==> src/rtl/jamma_input_conditioner.sv <==
// ---------------------------------------------------------------------------
// jamma_input_conditioner
//
// Conditions CH raw JAMMA edge inputs (buttons, coin, service, tilt) before
// they reach the CPU register / IRQ logic. Each channel goes through:
//   2-FF synchroniser -> ena-paced debouncer -> mode-qualified edge pulse
//   -> sticky event flag and wrapping edge counter.
//
// Ports
//   clk      system clock
//   clrn     asynchronous reset, active low
//   ena      debounce sample strobe (one clk wide)
//   in       raw asynchronous pin inputs, one bit per channel
//   mode     per channel [2i+1:2i]: 00 off, 01 rise, 10 fall, 11 both
//   ack      per-channel clear strobe for the sticky event flag
//   cnt_sel  channel whose counter appears on cnt_q and is hit by cnt_clr
//   cnt_clr  clear the counter of channel cnt_sel
//   level    debounced level per channel (registered)
//   pulse    one-clk pulse on each accepted, mode-enabled edge (registered)
//   evt      sticky event flags (registered)
//   irq      OR of all event flags
//   cnt_q    counter of channel cnt_sel, zero when cnt_sel >= CH
// ---------------------------------------------------------------------------
module jamma_input_conditioner #(
  parameter int CH         = 8,
  parameter int DEB_LEN    = 4,
  parameter int CNT_W      = 8,
  parameter bit INIT_LEVEL = 1'b1
) (
  input  logic              clk,
  input  logic              clrn,
  input  logic              ena,
  input  logic [CH-1:0]     in,
  input  logic [2*CH-1:0]   mode,
  input  logic [CH-1:0]     ack,
  input  logic [3:0]        cnt_sel,
  input  logic              cnt_clr,
  output logic [CH-1:0]     level,
  output logic [CH-1:0]     pulse,
  output logic [CH-1:0]     evt,
  output logic              irq,
  output logic [CNT_W-1:0]  cnt_q
);

  // A run counter of at least one bit keeps DEB_LEN=1 legal.
  localparam int                DCNT_W    = (DEB_LEN > 1) ? $clog2(DEB_LEN) : 1;
  localparam logic [DCNT_W-1:0] DCNT_LAST = DCNT_W'(DEB_LEN - 1);

  logic [CH-1:0]     sync_p0;
  logic [CH-1:0]     sync_p1;
  logic [DCNT_W-1:0] dcnt [CH];
  logic [CNT_W-1:0]  cnt  [CH];

  // An accepted change to new_lvl produces a pulse when the matching mode
  // bit is set: bit0 qualifies rising edges, bit1 falling edges.
  function automatic logic edge_hit(input logic new_lvl, input logic [1:0] m);
    return new_lvl ? m[0] : m[1];
  endfunction

  // Stage p0/p1: two-flop synchroniser, runs every clk regardless of ena.
  always_ff @(posedge clk or negedge clrn) begin
    if (!clrn) begin
      sync_p0 <= {CH{INIT_LEVEL}};
      sync_p1 <= {CH{INIT_LEVEL}};
    end else begin
      sync_p0 <= in;
      sync_p1 <= sync_p0;
    end
  end

  // Debounce stage: a new level is accepted only after DEB_LEN consecutive
  // ena ticks disagree with the current level. The pulse is registered on
  // the same edge as the level so both appear in the same cycle.
  always_ff @(posedge clk or negedge clrn) begin
    if (!clrn) begin
      level <= {CH{INIT_LEVEL}};
      pulse <= '0;
      for (int i = 0; i < CH; i++) begin
        dcnt[i] <= '0;
      end
    end else begin
      for (int i = 0; i < CH; i++) begin
        pulse[i] <= 1'b0;
        if (ena) begin
          if (sync_p1[i] == level[i]) begin
            dcnt[i] <= '0;
          end else if (dcnt[i] == DCNT_LAST) begin
            level[i] <= sync_p1[i];
            dcnt[i]  <= '0;
            pulse[i] <= edge_hit(sync_p1[i], mode[2*i +: 2]);
          end else begin
            dcnt[i] <= dcnt[i] + DCNT_W'(1);
          end
        end
      end
    end
  end

  // Event / counter stage: both follow pulse by one clk. A set coinciding
  // with ack keeps the flag; a clear coinciding with an increment leaves 1
  // so that edge is not lost.
  always_ff @(posedge clk or negedge clrn) begin
    if (!clrn) begin
      evt <= '0;
      for (int i = 0; i < CH; i++) begin
        cnt[i] <= '0;
      end
    end else begin
      for (int i = 0; i < CH; i++) begin
        evt[i] <= pulse[i] | (evt[i] & ~ack[i]);
        if (cnt_clr && (cnt_sel == 4'(i))) begin
          cnt[i] <= pulse[i] ? CNT_W'(1) : '0;
        end else if (pulse[i]) begin
          cnt[i] <= cnt[i] + CNT_W'(1);
        end
      end
    end
  end

  assign irq = |evt;

  // Out-of-range selects fall through to zero.
  always_comb begin
    cnt_q = '0;
    for (int i = 0; i < CH; i++) begin
      if (cnt_sel == 4'(i)) begin
        cnt_q = cnt[i];
      end
    end
  end

endmodule

==> config.mk <==
export PLATFORM = sky130hd
export DESIGN_NAME = jamma_input_conditioner
export DESIGN_NICKNAME = d
export VERILOG_FILES = /design/src/rtl/jamma_input_conditioner.sv
export SDC_FILE = /design/constraint.sdc
export NUM_CORES = 1
export LEC_CHECK = 0
export ABC_AREA = 0
export ABC_CLOCK_PERIOD_IN_PS = 1600
export CAP_MARGIN = 20
export CORE_MARGIN = 2
export CORE_UTILIZATION = 27
export CTS_CLUSTER_DIAMETER = 120
export DETAILED_ROUTE_END_ITERATION = 10
export SYNTH_ARGS = -nofsm -noshare
export SYNTH_HDL_FRONTEND = slang
export SYNTH_SLANG_ARGS = --single-unit
==> constraint.sdc <==
create_clock -name clk -period 1.6 [get_ports clk]
set_clock_uncertainty 0.2 [all_clocks]
set_input_delay 0.24 -clock clk [delete_from_list [all_inputs] [get_ports clk]]
set_output_delay 0.24 -clock clk [all_outputs]
set_load 0.01 [all_outputs]
==> flow_summary.html, run 1 <==
<table>
<tr><th>Metric</th><th>Value</th></tr>
<tr><th colspan="2">Status</th></tr>
<tr><td>Status</td><td>finished with violations</td></tr>
<tr><td>Violated checks</td><td>negative setup slack</td></tr>
<tr><th colspan="2">Pwr</th></tr>
<tr><td>Total power divided by cell area</td><td>about 1300 nW/um^2</td></tr>
<tr><td>Cell-internal power</td><td>8.139 mW</td></tr>
<tr><td>Reg power frac</td><td>0.371</td></tr>
<tr><td>Share of power burned in the clock network</td><td>0.312</td></tr>
<tr><td>Switching Share</td><td>0.3174</td></tr>
<tr><td>Largest vdd supply drop</td><td>0.9022 mV</td></tr>
<tr><td>Leakage power of the design</td><td>4.066 nW</td></tr>
<tr><td>Total power</td><td>approximately 12 mW</td></tr>
<tr><td>Psw</td><td>around 3.8 mW</td></tr>
<tr><td>Fraction of power consumed by combinational cells</td><td>0.317</td></tr>
<tr><th colspan="2">Clocking</th></tr>
<tr><td>Clock tree buffer depth</td><td>2</td></tr>
<tr><td>Inserted Clock Buffers</td><td>17</td></tr>
<tr><td>Post-CTS clock slew at the launch and capture registers of the worst setup and hold paths</td><td>0.06 ns</td></tr>
<tr><td>Clock Tree Root</td><td>clkbuf_16</td></tr>
<tr><td>H-tree depth</td><td>4</td></tr>
<tr><td>TritonCTS clock tree</td><td>done</td></tr>
<tr><td>Clock sinks</td><td>between 100 and 150</td></tr>
<tr><td>Source-to-sink clock delay at the later pin of the worst-skew pair</td><td>approximately 0.42 ns</td></tr>
<tr><th colspan="2">GRT</th></tr>
<tr><td>Global routing usage summed across all routing layers</td><td>0.1388</td></tr>
<tr><td>Initial antenna violation count</td><td>0</td></tr>
<tr><td>Largest net degree at the start of global routing</td><td>43</td></tr>
<tr><td>Via count of the first global-routing pass</td><td>between 5000 and 6000</td></tr>
<tr><td>GRT overflow</td><td>0</td></tr>
<tr><td>Wire length of the first global-routing pass</td><td>25480 um</td></tr>
<tr><th colspan="2">Cells and area</th></tr>
<tr><td>Proportion of layout cells with a drive suffix above 1</td><td>0.3847</td></tr>
<tr><td>Area added between synthesis and finish</td><td>50.82%</td></tr>
<tr><td>Most frequent standard cell in the layout excluding fill and tap cells</td><td>buf_4</td></tr>
<tr><td>Most frequent cells in the layout</td><td>140 x buf_4, 91 x dfrtp_1, 62 x nor2_1, 56 x nand2_1, 34 x clkdlybuf4s50_1</td></tr>
<tr><td># nets final</td><td>867</td></tr>
<tr><td>Final Core Density</td><td>0.4115</td></tr>
<tr><td>Area taken by multi-input logic gates</td><td>around 2900 sq um</td></tr>
<tr><td>Area occupied by registers</td><td>approximately 3000 sq um</td></tr>
<tr><td>Fill cell instance count of the final layout</td><td>around 2100</td></tr>
<tr><td>Number of diodes</td><td>0</td></tr>
<tr><th colspan="2">Logic synthesis</th></tr>
<tr><td>Mapped Avg Cell Area</td><td>about 10 sq um</td></tr>
<tr><td>Top FF cell, synth</td><td>dfrtp_1</td></tr>
<tr><td>Syn Inst Count</td><td>slightly below 600</td></tr>
<tr><td>Distinct cells, synth</td><td>between 40 and 50</td></tr>
<tr><td>Number of flip-flops and latches in the synthesized netlist</td><td>between 100 and 150</td></tr>
<tr><td>Number of synthesized flops with an enable pin</td><td>0</td></tr>
<tr><td>Seq/Total Area, Yosys</td><td>0.5141</td></tr>
<tr><td>Synth Cell Area</td><td>roughly 5900 sq um</td></tr>
<tr><td>Post-Syn Nets</td><td>between 600 and 700</td></tr>
<tr><td>YS warnings</td><td>0</td></tr>
<tr><td>Share of synthesized registers carrying an async set or reset</td><td>1.000</td></tr>
<tr><th colspan="2">Route</th></tr>
<tr><td>Total vias in the final route</td><td>around 5000</td></tr>
<tr><td>WL final</td><td>approximately 16000 um</td></tr>
<tr><td>Routed length per placed instance</td><td>about 14 um</td></tr>
<tr><td>Iter 0 DRT Violations</td><td>between 200 and 250</td></tr>
<tr><td>DRT antenna net count</td><td>0</td></tr>
<tr><td>Number of search-and-repair iterations in the first detailed-routing pass</td><td>4</td></tr>
<tr><td>Via density per instance</td><td>between 4 and 5</td></tr>
<tr><td>Drt drc</td><td>0</td></tr>
<tr><th colspan="2">Setup path</th></tr>
<tr><td>Crit-path max FO</td><td>2</td></tr>
<tr><td>Combined buffer and inverter count along the critical path</td><td>1</td></tr>
<tr><td>CP Capture Type</td><td>primary output</td></tr>
<tr><td>Critical-path cell list</td><td>nor2b_4 -&gt; a211oi_1 -&gt; o32a_1 -&gt; o32ai_2 -&gt; buf_2</td></tr>
<tr><td>Kind of launch point of the worst setup path</td><td>flop</td></tr>
<tr><td>Number of cells on the worst reg-to-reg path</td><td>6</td></tr>
<tr><td>Critical path arrival</td><td>between 1.5 and 2 ns</td></tr>
<tr><td>Endpoint of the worst-slack reg-to-reg timing path</td><td>cnt[38]$_DFFE_PN0P_</td></tr>
<tr><td>R2r startpoint</td><td>cnt[33]$_DFFE_PN0P_</td></tr>
<tr><td>Critical path depth</td><td>5</td></tr>
<tr><td>Worst path slowest cell</td><td>dfrtp_1</td></tr>
<tr><td>Delay of the slowest cell on the worst path</td><td>approximately 0.40 ns</td></tr>
<tr><td>Crit path required time</td><td>roughly 1.2 ns</td></tr>
<tr><td>Family of cells with the greatest summed delay on the critical path</td><td>compound AO/OA/AOI/OAI gates</td></tr>
<tr><td>Category of the critical setup timing path</td><td>flop to primary output</td></tr>
<tr><td>Register-to-register setup slack</td><td>-0.03 ns</td></tr>
<tr><th colspan="2">Timing</th></tr>
<tr><td>Final WS setup</td><td>-0.5868 ns</td></tr>
<tr><td>Fin crit share</td><td>1.367</td></tr>
<tr><td>Setup total negative slack</td><td>-3.188 ns</td></tr>
<tr><td>Final critical-path required period</td><td>between 2 and 2.5 ns</td></tr>
<tr><td>Hold_ws</td><td>~0.024 ns</td></tr>
<tr><td>Count of final max-slew check failures</td><td>0</td></tr>
<tr><td>Remaining max-slew budget at the tightest pin</td><td>0.7651</td></tr>
<tr><td>Unrepaired setup endpoints after global routing</td><td>true</td></tr>
<tr><td>Final Hold Vio Count</td><td>0</td></tr>
<tr><td>Max Clock Freq</td><td>around 0.46 GHz</td></tr>
<tr><td>Slew at the pin with the worst max-slew slack</td><td>0.3491 ns</td></tr>
<tr><td>Final setup fails</td><td>10</td></tr>
<tr><th colspan="2">Placed design</th></tr>
<tr><td>Post-Place Worst Slack</td><td>-1.085 ns</td></tr>
<tr><td>Final RePlAce weighted congestion</td><td>about 0.9</td></tr>
<tr><td>Post-detail-place hpwl</td><td>~11000 um</td></tr>
<tr><td>Port Buffer Count</td><td>about 70</td></tr>
<tr><th colspan="2">Job</th></tr>
<tr><td>Max capacitance violation total</td><td>0</td></tr>
<tr><th colspan="2">Die</th></tr>
<tr><td>Starting density of the core</td><td>0.2729</td></tr>
<tr><td>Core box area</td><td>21620 sq um</td></tr>
<tr><td>DIE HEIGHT</td><td>about 150 um</td></tr>
<tr><td>Top Ports</td><td>73</td></tr>
<tr><td>Die outline area</td><td>23050 sq um</td></tr>
<tr><td>Rows</td><td>54</td></tr>
<tr><td>Die X</td><td>151.8 um</td></tr>
<tr><th colspan="2">Worst hold path</th></tr>
<tr><td>Kind of path behind the tightest hold check</td><td>input pin to flop</td></tr>
<tr><td>Worst hold path cell count</td><td>1</td></tr>
<tr><td>Endpoint of the worst hold path</td><td>sync_p0[3]$_DFF_PN1_</td></tr>
<tr><td>Critical hold path startpoint</td><td>in[3]</td></tr>
</table>
==> what timing repair did <==
| action | in CTS | in global routing |
|---|---|---|
| hold endpoints to repair | 99 | 0 |
| cloned | 1 | 0 |
| setup buffers | 21 | 8 |
| hold buffers | 1 | 0 |
| endpoints found under the setup margin | 68 | 31 |
| pin swaps | 19 | 22 |
| resized for setup | 142 | 56 |
==> cells in the mapped netlist, types with 2 or more instances <==
library cell	instances	area [sq um]
dfrtp_1	96	2402
nor2_1	63	236.5
nand2_1	57	214.0
a21oi_1	32	160.2
inv_1	27	101.4
xnor2_1	26	227.7
xor2_1	26	227.7
dfstp_2	24	630.6
mux2i_1	24	240.2
o22ai_1	23	143.9
nand4_1	19	118.9
nand3b_1	17	127.6
ha_1	16	200.2
o21ai_0	15	75.07
or3_1	14	87.58
buf_2	13	65.06
o21ai_1	12	60.06
mux2_2	9	101.4
nand3_1	9	45.04
a21o_1	8	60.06
nor3_1	7	35.03
nor2_2	6	37.54
nand2b_1	5	31.28
o2bb2ai_1	5	43.79
buf_1	3	11.26
clkbuf_1	3	11.26
nor2b_1	3	18.77
and3_1	2	12.51
buf_4	2	15.01
nor3_4	2	32.53
nor4_1	2	12.51
or3b_1	2	17.52
==> layer usage <==
layer  wire length [um]  track usage  part of all wire  vias up
met4                256      0.04940             0.016        0
met2               7323       0.2222              0.47      102
met5                  0            0                 0        -
li1                   -            -                 -     2475
met1               7279       0.1850              0.47     2366
met3                662      0.03166             0.043       19
==> power groups by stage <==
stage | clock network (mW) | registers, mW | logic, mW
2_1_floorplan | 0 | 4.55 | 1.56
3_3_place_gp | 0 | 4.49 | 3.36
3_5_place_dp | 0 | 4.51 | 3.41
4_1_cts | 3.81 | 4.43 | 3.56
5_1_grt | 3.94 | 4.52 | 4.24
6_report | 3.72 | 4.43 | 3.78
==> worst max path at each step <==
stage	slack, ns	start	to
after CTS	-0.62	cnt[61]$_DFFE_PN0P_	cnt_q[5]
final	-0.59	cnt[61]$_DFFE_PN0P_	cnt_q[5]
after global routing	-0.68	cnt[61]$_DFFE_PN0P_	cnt_q[5]
after global placement	-1.08	cnt_sel[0]	cnt_q[0]
after detailed placement	-1.09	cnt_sel[2]	cnt_q[1]
after floorplan	-0.009	cnt_sel[0]	cnt_q[0]
==> through the flow <==
stage	area, sq um	std cells
2_1_floorplan	5932	583
3_3_place_gp	7954	1046
3_5_place_dp	7954	1046
4_1_cts	8666	1099
5_1_grt	8897	1104
6_report	8897	1104
==> area by class of cell <==
class                   count  area share
clock buffers              18     0.04936
clock inverters            14     0.01547
inverters                  28     0.01181
multi-input cells         413      0.3265
flip-flops and latches    120      0.3416
well taps                 280     0.03938
repair buffers            231      0.2159
==> sequential cells by signal, indices dropped and copies added (netlist names) <==
name,flops
cnt,64
dcnt,16
evt,8
level,8
pulse,8
sync_p0,8
sync_p1,8
==> worst register-to-register path, delay by kind of cell (launching register included) <==
kind | cells | cell delay, ns
AO/OA/AOI/OAI | 1 | 0.11
adder cells (fa/ha/maj) | 1 | 0.12
buffers and inverters | 2 | 0.21
flip-flops | 1 | 0.41
AND/OR/NAND/NOR | 2 | 0.51
==> kinds of logic after synthesis <==
family                     synth area share
xor gates and xnor gates            0.07720
AOI/OAI and AO/OA                    0.1014
DFF                                  0.5141
adders and majority gates           0.03393
and+or+nand+nor                      0.1784
buffers and inverters               0.03711
muxes                               0.05790
(Power assumes the default switching activity.)
==> inputs of run 2 (changes only) <==
--- a/config.mk
+++ b/config.mk
@@ -9,7 +9,7 @@
 export ABC_CLOCK_PERIOD_IN_PS = 1600
 export CAP_MARGIN = 20
 export CORE_MARGIN = 2
-export CORE_UTILIZATION = 27
+export CORE_UTILIZATION = 35
 export CTS_CLUSTER_DIAMETER = 120
 export DETAILED_ROUTE_END_ITERATION = 10
 export SYNTH_ARGS = -nofsm -noshare
==> flow_summary.html, run 2 (synthesized netlist as in run 1, its figures left out) <==
<table>
<tr><th>Metric</th><th>Value</th></tr>
<tr><th colspan="2">GRT</th></tr>
<tr><td>Most Used Layer, Global Route</td><td>met2</td></tr>
<tr><td>Via count of the first global-routing pass</td><td>5394</td></tr>
<tr><td>Global routing usage summed across all routing layers</td><td>0.1880</td></tr>
<tr><td>GR met1 Demand/Resource</td><td>0.2399</td></tr>
<tr><td>Wire length of the first global-routing pass</td><td>approximately 26000 um</td></tr>
<tr><td>Largest net degree at the start of global routing</td><td>27</td></tr>
<tr><td>Initial antenna violation count</td><td>0</td></tr>
<tr><td>Routing usage on met2</td><td>0.3137</td></tr>
<tr><td>GRT overflow</td><td>0</td></tr>
<tr><td>GR Layer Usage met3</td><td>0.04422</td></tr>
<tr><th colspan="2">Timing</th></tr>
<tr><td>Final setup fails</td><td>10</td></tr>
<tr><td>Unrepaired setup endpoints after global routing</td><td>true</td></tr>
<tr><td>Hold_ws</td><td>between 0.02 and 0.025 ns</td></tr>
<tr><td>Remaining max-slew budget at the tightest pin</td><td>0.7692</td></tr>
<tr><td>Fin crit share</td><td>1.342</td></tr>
<tr><td>Max Clock Freq</td><td>approximately 0.47 GHz</td></tr>
<tr><td>Setup total negative slack</td><td>-3.046 ns</td></tr>
<tr><td>Final Hold Vio Count</td><td>0</td></tr>
<tr><td>Final WS setup</td><td>-0.5468 ns</td></tr>
<tr><td>Final critical-path required period</td><td>between 2 and 2.5 ns</td></tr>
<tr><td>Slew at the pin with the worst max-slew slack</td><td>roughly 0.35 ns</td></tr>
<tr><td>Count of final max-slew check failures</td><td>0</td></tr>
<tr><th colspan="2">Cells and area</th></tr>
<tr><td>Register containing the most flip-flops in the final layout</td><td>cnt</td></tr>
<tr><td>Most frequent cells in the layout</td><td>128 x buf_4, 86 x dfrtp_1, 60 x nor2_1, 56 x nand2_1, 34 x clkdlybuf4s50_1</td></tr>
<tr><td>Final cell count without fillers</td><td>around 1000</td></tr>
<tr><td>Largest register FFs</td><td>64</td></tr>
<tr><td>Area added between synthesis and finish</td><td>48.46%</td></tr>
<tr><td>Top Registers</td><td>cnt x64, dcnt x16</td></tr>
<tr><td>Number of diodes</td><td>0</td></tr>
<tr><td># nets final</td><td>862</td></tr>
<tr><td>Post-route cell area</td><td>8758 sq um</td></tr>
<tr><td>Final Core Density</td><td>0.5300</td></tr>
<tr><td>Most frequent standard cell in the layout excluding fill and tap cells</td><td>buf_4</td></tr>
<tr><td>Proportion of layout cells with a drive suffix above 1</td><td>0.3639</td></tr>
<tr><th colspan="2">Setup path</th></tr>
<tr><td>Crit path required time</td><td>~1.2 ns</td></tr>
<tr><td>Category of the critical setup timing path</td><td>flop to primary output</td></tr>
<tr><td>Crit-path max FO</td><td>2</td></tr>
<tr><td>Register-to-register setup slack</td><td>-0.02 ns</td></tr>
<tr><td>Critical path arrival</td><td>about 1.7 ns</td></tr>
<tr><td>R2r startpoint</td><td>cnt[25]$_DFFE_PN0P_</td></tr>
<tr><td>Startpoint of the most critical setup path</td><td>cnt[61]$_DFFE_PN0P_</td></tr>
<tr><td>Number of cells on the worst reg-to-reg path</td><td>5</td></tr>
<tr><td>CP Capture Type</td><td>primary output</td></tr>
<tr><td>Endpoint of the worst-slack reg-to-reg timing path</td><td>cnt[30]$_DFFE_PN0P_</td></tr>
<tr><td>Kind of launch point of the worst setup path</td><td>flop</td></tr>
<tr><th colspan="2">Worst hold path</th></tr>
<tr><td>Kind of path behind the tightest hold check</td><td>input pin to flop</td></tr>
<tr><td>Critical hold path startpoint</td><td>in[0]</td></tr>
<tr><td>Worst hold path cell count</td><td>1</td></tr>
<tr><td>Endpoint of the worst hold path</td><td>sync_p0[0]$_DFF_PN1_</td></tr>
<tr><th colspan="2">Pwr</th></tr>
<tr><td>Leakage power of the design</td><td>between 4 and 5 nW</td></tr>
<tr><td>Total power</td><td>~12 mW</td></tr>
<tr><td>Switching Share</td><td>0.3196</td></tr>
<tr><td>Share of power burned in the clock network</td><td>0.311</td></tr>
<tr><td>Total power divided by cell area</td><td>1367 nW/um^2</td></tr>
<tr><td>Psw</td><td>3.827 mW</td></tr>
<tr><td>Reg power frac</td><td>0.371</td></tr>
<tr><td>Largest vdd supply drop</td><td>~0.89 mV</td></tr>
<tr><td>Cell-internal power</td><td>8.149 mW</td></tr>
<tr><td>Fraction of power consumed by combinational cells</td><td>0.318</td></tr>
<tr><th colspan="2">Clocking</th></tr>
<tr><td>Source-to-sink clock delay at the later pin of the worst-skew pair</td><td>approximately 0.43 ns</td></tr>
<tr><td>TritonCTS clock tree</td><td>done</td></tr>
<tr><td>Clock tree buffer depth</td><td>2</td></tr>
<tr><td>Inserted Clock Buffers</td><td>17</td></tr>
<tr><td>Clock Tree Root</td><td>clkbuf_16</td></tr>
<tr><td>Post-CTS clock slew at the launch and capture registers of the worst setup and hold paths</td><td>approximately 0.060 ns</td></tr>
<tr><td>Clock sinks</td><td>120</td></tr>
<tr><td>H-tree depth</td><td>4</td></tr>
<tr><th colspan="2">Die</th></tr>
<tr><td>DIE HEIGHT</td><td>133.8 um</td></tr>
<tr><td>Die X</td><td>between 100 and 150 um</td></tr>
<tr><td>Starting density of the core</td><td>0.3570</td></tr>
<tr><td>Top Ports</td><td>73</td></tr>
<tr><td>Core box area</td><td>about 17000 sq um</td></tr>
<tr><td>Die outline area</td><td>17910 sq um</td></tr>
<tr><td>Rows</td><td>47</td></tr>
<tr><th colspan="2">Placed design</th></tr>
<tr><td>Final RePlAce weighted congestion</td><td>about 0.93</td></tr>
<tr><td>Port Buffer Count</td><td>between 70 and 80</td></tr>
<tr><td>Number of cells after detailed placement</td><td>~970</td></tr>
<tr><td>Post-detail-place hpwl</td><td>about 11000 um</td></tr>
<tr><td>Post-Place Worst Slack</td><td>-1.162 ns</td></tr>
<tr><td>Placement-stage cell area</td><td>7801 sq um</td></tr>
<tr><th colspan="2">Route</th></tr>
<tr><td>Iter 0 DRT Violations</td><td>~270</td></tr>
<tr><td>Routed length per placed instance</td><td>14.90 um</td></tr>
<tr><td>Total vias in the final route</td><td>5101</td></tr>
<tr><td>Via density per instance</td><td>just under 5</td></tr>
<tr><td>Number of search-and-repair iterations in the first detailed-routing pass</td><td>5</td></tr>
<tr><td>DRT antenna net count</td><td>0</td></tr>
<tr><td>Drt drc</td><td>0</td></tr>
<tr><td>WL final</td><td>around 15000 um</td></tr>
<tr><th colspan="2">Status</th></tr>
<tr><td>Status</td><td>finished with violations</td></tr>
<tr><td>Violated checks</td><td>negative setup slack</td></tr>
<tr><th colspan="2">Job</th></tr>
<tr><td>Max capacitance violation total</td><td>0</td></tr>
</table>
==> run 2: cell count changes in the layout (fill, tap and decap cells not counted), sizes merged <==
cell	delta
buf	-9
clkbuf	-1
clkdlybuf4s18	-1
clkinvlp	-2
dlygate4sd3	+6
inv	+2
==> run 2: worst max-delay path by stage <==
stage	depth (start not counted)	slack, ns	endpoint
floorplan	5	-0.009	cnt_q[0]
global placement	6	-1.12	cnt_q[5]
detailed placement	6	-1.16	cnt_q[5]
CTS	5	-0.60	cnt_q[5]
global route	5	-0.66	cnt_q[5]
finish	5	-0.55	cnt_q[5]
==> run 2: what timing repair did <==
action,CTS,global route
pin swaps,22,24
hold endpoints to repair,111,0
gates resized for setup,163,30
gates cloned,0,0
endpoints found under the setup margin,95,23
setup buffers,20,12
hold buffers,7,0
==> run 2: layout make-up <==
type,instances,area [sq um]
Tap cell,220,275.3
Timing Repair Buffer,226,1909
Clock buffer,18,439.2
Clock inverter,14,136.4
Fill cell,1448,7766
Inverter,28,105.1
Sequential cell,120,3045
Multi-Input combinational cell,413,2848
==> run 2: metal layers <==
metal  share of wire  vias to the layer above
li1                -                     2480
met1            0.45                     2494
met2            0.49                      106
met3           0.041                       21
met4           0.019                        0
met5               0                        -
==> run 2: critical path: stages, from the launching register on <==
cell and delay [ns]:
dfrtp_1 0.35, nor2b_2 0.14, a211oi_1 0.05, o32a_1 0.34
o32ai_2 0.21, buf_2 0.18
==> run 2: power groups by stage <==
stage | logic [mW] | registers (mW) | clock network [mW]
after CTS | 3.64 | 4.42 | 3.82
final | 3.81 | 4.44 | 3.73
after floorplan | 1.56 | 4.55 | 0
after global placement | 3.28 | 4.49 | 0
after global routing | 4.23 | 4.54 | 3.97
after detailed placement | 3.45 | 4.51 | 0
==> inputs of run 3 (changes only) <==
--- a/config.mk
+++ b/config.mk
@@ -6,7 +6,7 @@
 export NUM_CORES = 1
 export LEC_CHECK = 0
 export ABC_AREA = 0
-export ABC_CLOCK_PERIOD_IN_PS = 1600
+export ABC_CLOCK_PERIOD_IN_PS = 2220
 export CAP_MARGIN = 20
 export CORE_MARGIN = 2
 export CORE_UTILIZATION = 35
==> constraint.sdc (replaced) <==
create_clock -name clk -period 2.22 [get_ports clk]
set_clock_uncertainty 0.2 [all_clocks]
set_input_delay 0.333 -clock clk [delete_from_list [all_inputs] [get_ports clk]]
set_output_delay 0.333 -clock clk [all_outputs]
set_load 0.01 [all_outputs]
==> flow_summary.html, run 3 (synthesized netlist as in run 1, its figures left out) <==
<table>
<tr><th>Metric</th><th>Value</th></tr>
<tr><th colspan="2">Setup path</th></tr>
<tr><td>Crit-path max FO</td><td>2</td></tr>
<tr><td>Kind of launch point of the worst setup path</td><td>flop</td></tr>
<tr><td>Category of the critical setup timing path</td><td>flop to primary output</td></tr>
<tr><td>Register-to-register setup slack</td><td>approximately 0.58 ns</td></tr>
<tr><td>CP Capture Type</td><td>primary output</td></tr>
<tr><td>Crit path required time</td><td>1.69 ns</td></tr>
<tr><td>Number of cells on the worst reg-to-reg path</td><td>5</td></tr>
<tr><td>Endpoint of the worst-slack reg-to-reg timing path</td><td>cnt[22]$_DFFE_PN0P_</td></tr>
<tr><td>Critical path arrival</td><td>~1.7 ns</td></tr>
<tr><td>R2r startpoint</td><td>cnt[17]$_DFFE_PN0P_</td></tr>
<tr><th colspan="2">Route</th></tr>
<tr><td>Total vias in the final route</td><td>between 4000 and 5000</td></tr>
<tr><td>Drt drc</td><td>0</td></tr>
<tr><td>DRT antenna net count</td><td>0</td></tr>
<tr><td>Via density per instance</td><td>about 5.0</td></tr>
<tr><td>Routed length per placed instance</td><td>roughly 15 um</td></tr>
<tr><td>Number of search-and-repair iterations in the first detailed-routing pass</td><td>5</td></tr>
<tr><td>WL final</td><td>roughly 14000 um</td></tr>
<tr><td>Iter 0 DRT Violations</td><td>271</td></tr>
<tr><th colspan="2">Placed design</th></tr>
<tr><td>Post-detail-place hpwl</td><td>~10000 um</td></tr>
<tr><td>Port Buffer Count</td><td>roughly 70</td></tr>
<tr><td>Final RePlAce weighted congestion</td><td>~0.89</td></tr>
<tr><td>Post-Place Worst Slack</td><td>-0.7406 ns</td></tr>
<tr><td>Number of cells after detailed placement</td><td>899</td></tr>
<tr><th colspan="2">Worst hold path</th></tr>
<tr><td>Worst hold path cell count</td><td>1</td></tr>
<tr><td>Critical hold path startpoint</td><td>in[0]</td></tr>
<tr><td>Kind of path behind the tightest hold check</td><td>input pin to flop</td></tr>
<tr><td>Endpoint of the worst hold path</td><td>sync_p0[0]$_DFF_PN1_</td></tr>
<tr><th colspan="2">Die</th></tr>
<tr><td>Rows</td><td>47</td></tr>
<tr><td>Die X</td><td>133.8 um</td></tr>
<tr><td>Starting density of the core</td><td>0.3570</td></tr>
<tr><td>Core box area</td><td>~17000 sq um</td></tr>
<tr><td>Die outline area</td><td>between 15000 and 20000 sq um</td></tr>
<tr><td>Top Ports</td><td>73</td></tr>
<tr><td>DIE HEIGHT</td><td>~130 um</td></tr>
<tr><th colspan="2">Clocking</th></tr>
<tr><td>Clock Tree Root</td><td>clkbuf_16</td></tr>
<tr><td>Clock sinks</td><td>120</td></tr>
<tr><td>Post-CTS clock slew at the launch and capture registers of the worst setup and hold paths</td><td>roughly 0.050 ns</td></tr>
<tr><td>TritonCTS clock tree</td><td>done</td></tr>
<tr><td>Source-to-sink clock delay at the later pin of the worst-skew pair</td><td>approximately 0.41 ns</td></tr>
<tr><td>Inserted Clock Buffers</td><td>17</td></tr>
<tr><td>H-tree depth</td><td>4</td></tr>
<tr><td>Clock tree buffer depth</td><td>2</td></tr>
<tr><th colspan="2">Pwr</th></tr>
<tr><td>Share of power burned in the clock network</td><td>0.351</td></tr>
<tr><td>Switching Share</td><td>0.2953</td></tr>
<tr><td>Cell-internal power</td><td>5.755 mW</td></tr>
<tr><td>Psw</td><td>between 2 and 2.5 mW</td></tr>
<tr><td>Leakage power of the design</td><td>~3.4 nW</td></tr>
<tr><td>Largest vdd supply drop</td><td>about 0.62 mV</td></tr>
<tr><td>Fraction of power consumed by combinational cells</td><td>0.236</td></tr>
<tr><td>Reg power frac</td><td>0.413</td></tr>
<tr><td>Total power divided by cell area</td><td>roughly 1000 nW/um^2</td></tr>
<tr><th colspan="2">GRT</th></tr>
<tr><td>Initial antenna violation count</td><td>0</td></tr>
<tr><td>GRT overflow</td><td>0</td></tr>
<tr><td>Wire length of the first global-routing pass</td><td>23720 um</td></tr>
<tr><td>Largest net degree at the start of global routing</td><td>44</td></tr>
<tr><td>Via count of the first global-routing pass</td><td>between 4000 and 5000</td></tr>
<tr><td>Global routing usage summed across all routing layers</td><td>0.1687</td></tr>
<tr><th colspan="2">Cells and area</th></tr>
<tr><td>Most frequent standard cell in the layout excluding fill and tap cells</td><td>dfrtp_1</td></tr>
<tr><td># nets final</td><td>roughly 760</td></tr>
<tr><td>Final cell count without fillers</td><td>between 900 and 1000</td></tr>
<tr><td>Top Registers</td><td>cnt x64, dcnt x16</td></tr>
<tr><td>Most frequent cells in the layout</td><td>94 x dfrtp_1, 63 x nor2_1, 58 x clkdlybuf4s50_1, 57 x nand2_1, 44 x buf_4</td></tr>
<tr><td>Area added between synthesis and finish</td><td>32.90%</td></tr>
<tr><td>Number of diodes</td><td>0</td></tr>
<tr><td>Fill cell instance count of the final layout</td><td>roughly 1500</td></tr>
<tr><td>Register containing the most flip-flops in the final layout</td><td>cnt</td></tr>
<tr><td>Proportion of layout cells with a drive suffix above 1</td><td>0.2056</td></tr>
<tr><td>Largest register FFs</td><td>64</td></tr>
<tr><th colspan="2">Timing</th></tr>
<tr><td>Setup total negative slack</td><td>-0.009219 ns</td></tr>
<tr><td>Final setup fails</td><td>1</td></tr>
<tr><td>Fin crit share</td><td>1.004</td></tr>
<tr><td>Final WS setup</td><td>-0.009219 ns</td></tr>
<tr><td>Final critical-path required period</td><td>~2.2 ns</td></tr>
<tr><td>Count of final max-slew check failures</td><td>0</td></tr>
<tr><td>Max Clock Freq</td><td>approximately 0.45 GHz</td></tr>
<tr><td>Unrepaired setup endpoints after global routing</td><td>true</td></tr>
<tr><td>Slew at the pin with the worst max-slew slack</td><td>roughly 0.58 ns</td></tr>
<tr><td>Remaining max-slew budget at the tightest pin</td><td>0.6146</td></tr>
<tr><td>Final Hold Vio Count</td><td>0</td></tr>
<tr><th colspan="2">Job</th></tr>
<tr><td>Max capacitance violation total</td><td>0</td></tr>
<tr><th colspan="2">Status</th></tr>
<tr><td>Violated checks</td><td>negative setup slack</td></tr>
<tr><td>Status</td><td>finished with violations</td></tr>
</table>
run 3: changes by cell type in the layout (fill, tap and decap cells not counted), moves of 8 or more:
cell and change:
buf_2 -16, dfrtp_1 +8, clkdlybuf4s50_1 +24, dfrtp_2 -8, buf_6 -11, buf_4 -84
run 3: metrics by stage:
| stage | instance area (sq um) | utilization | total power, mW | hold WS [ns] |
|---|---|---|---|---|
| 2_1_floorplan | 5899 | - | 4.398 | -0.1626 |
| 3_3_place_gp | 7162 | 0.4334 | 5.181 | 0.1457 |
| 3_5_place_dp | 7162 | 0.4334 | 5.307 | 0.1468 |
| 4_1_cts | 7835 | 0.4741 | 8.249 | 0.1063 |
| 5_1_grt | 7840 | 0.4744 | 8.678 | 0.1088 |
| 6_report | 7840 | 0.4744 | 8.167 | 0.1243 |
run 3: area by class of cell:
type / count / area (sq um) / share of cell area
clock buffer: 22 / 464.2 / 0.05921
clock inverter: 9 / 150.1 / 0.01915
inverter: 28 / 105.1 / 0.01341
multi-input combinational: 413 / 2703 / 0.3447
sequential: 120 / 3035 / 0.3872
tap: 220 / 275.3 / 0.03511
timing repair buffer: 123 / 1107 / 0.1412
run 3: worst max path at each step:
stage                        start       end  slack (ns)  cells after the start
5_1_grt        cnt[61]$_DFFE_PN0P_  cnt_q[5]       -0.12                      5
6_report       cnt[61]$_DFFE_PN0P_  cnt_q[5]      -0.009                      5
3_3_place_gp            cnt_sel[0]  cnt_q[2]       -0.73                      6
4_1_cts        cnt[61]$_DFFE_PN0P_  cnt_q[5]       -0.05                      5
2_1_floorplan           cnt_sel[2]  cnt_q[5]        0.36                      5
3_5_place_dp            cnt_sel[0]  cnt_q[0]       -0.74                      6
run 3: timing repair:
item,in CTS,in global routing
gates resized for setup,47,18
setup endpoints to repair,10,8
hold buffers,1,0
setup buffers,3,1
hold endpoints to repair,31,0
pin swaps,5,3
run 3: critical path, stage by stage, from the launching register on:
cell,delay [ns]
dfrtp_1,0.37
nor2b_4,0.15
a211oi_2,0.05
o32a_1,0.34
o32ai_2,0.21
buf_2,0.17
run 3: layer usage:
metal / vias to the layer above / share of wire / GRT usage
li1: 2277 / - / -
met1: 2250 / 0.46 / 0.2196
met2: 113 / 0.46 / 0.2675
met3: 21 / 0.056 / 0.05026
met4: 0 / 0.022 / 0.06147
met5: - / 0 / 0
run 3: power by group through the flow:
| stage | combinational (mW) | sequential [mW] | clock [mW] |
|---|---|---|---|
| after floorplan | 1.12 | 3.28 | 0 |
| after global placement | 1.81 | 3.37 | 0 |
| after detailed placement | 1.90 | 3.41 | 0 |
| after CTS | 1.94 | 3.37 | 2.93 |
| after global routing | 2.17 | 3.46 | 3.05 |
| final | 1.93 | 3.37 | 2.87 |
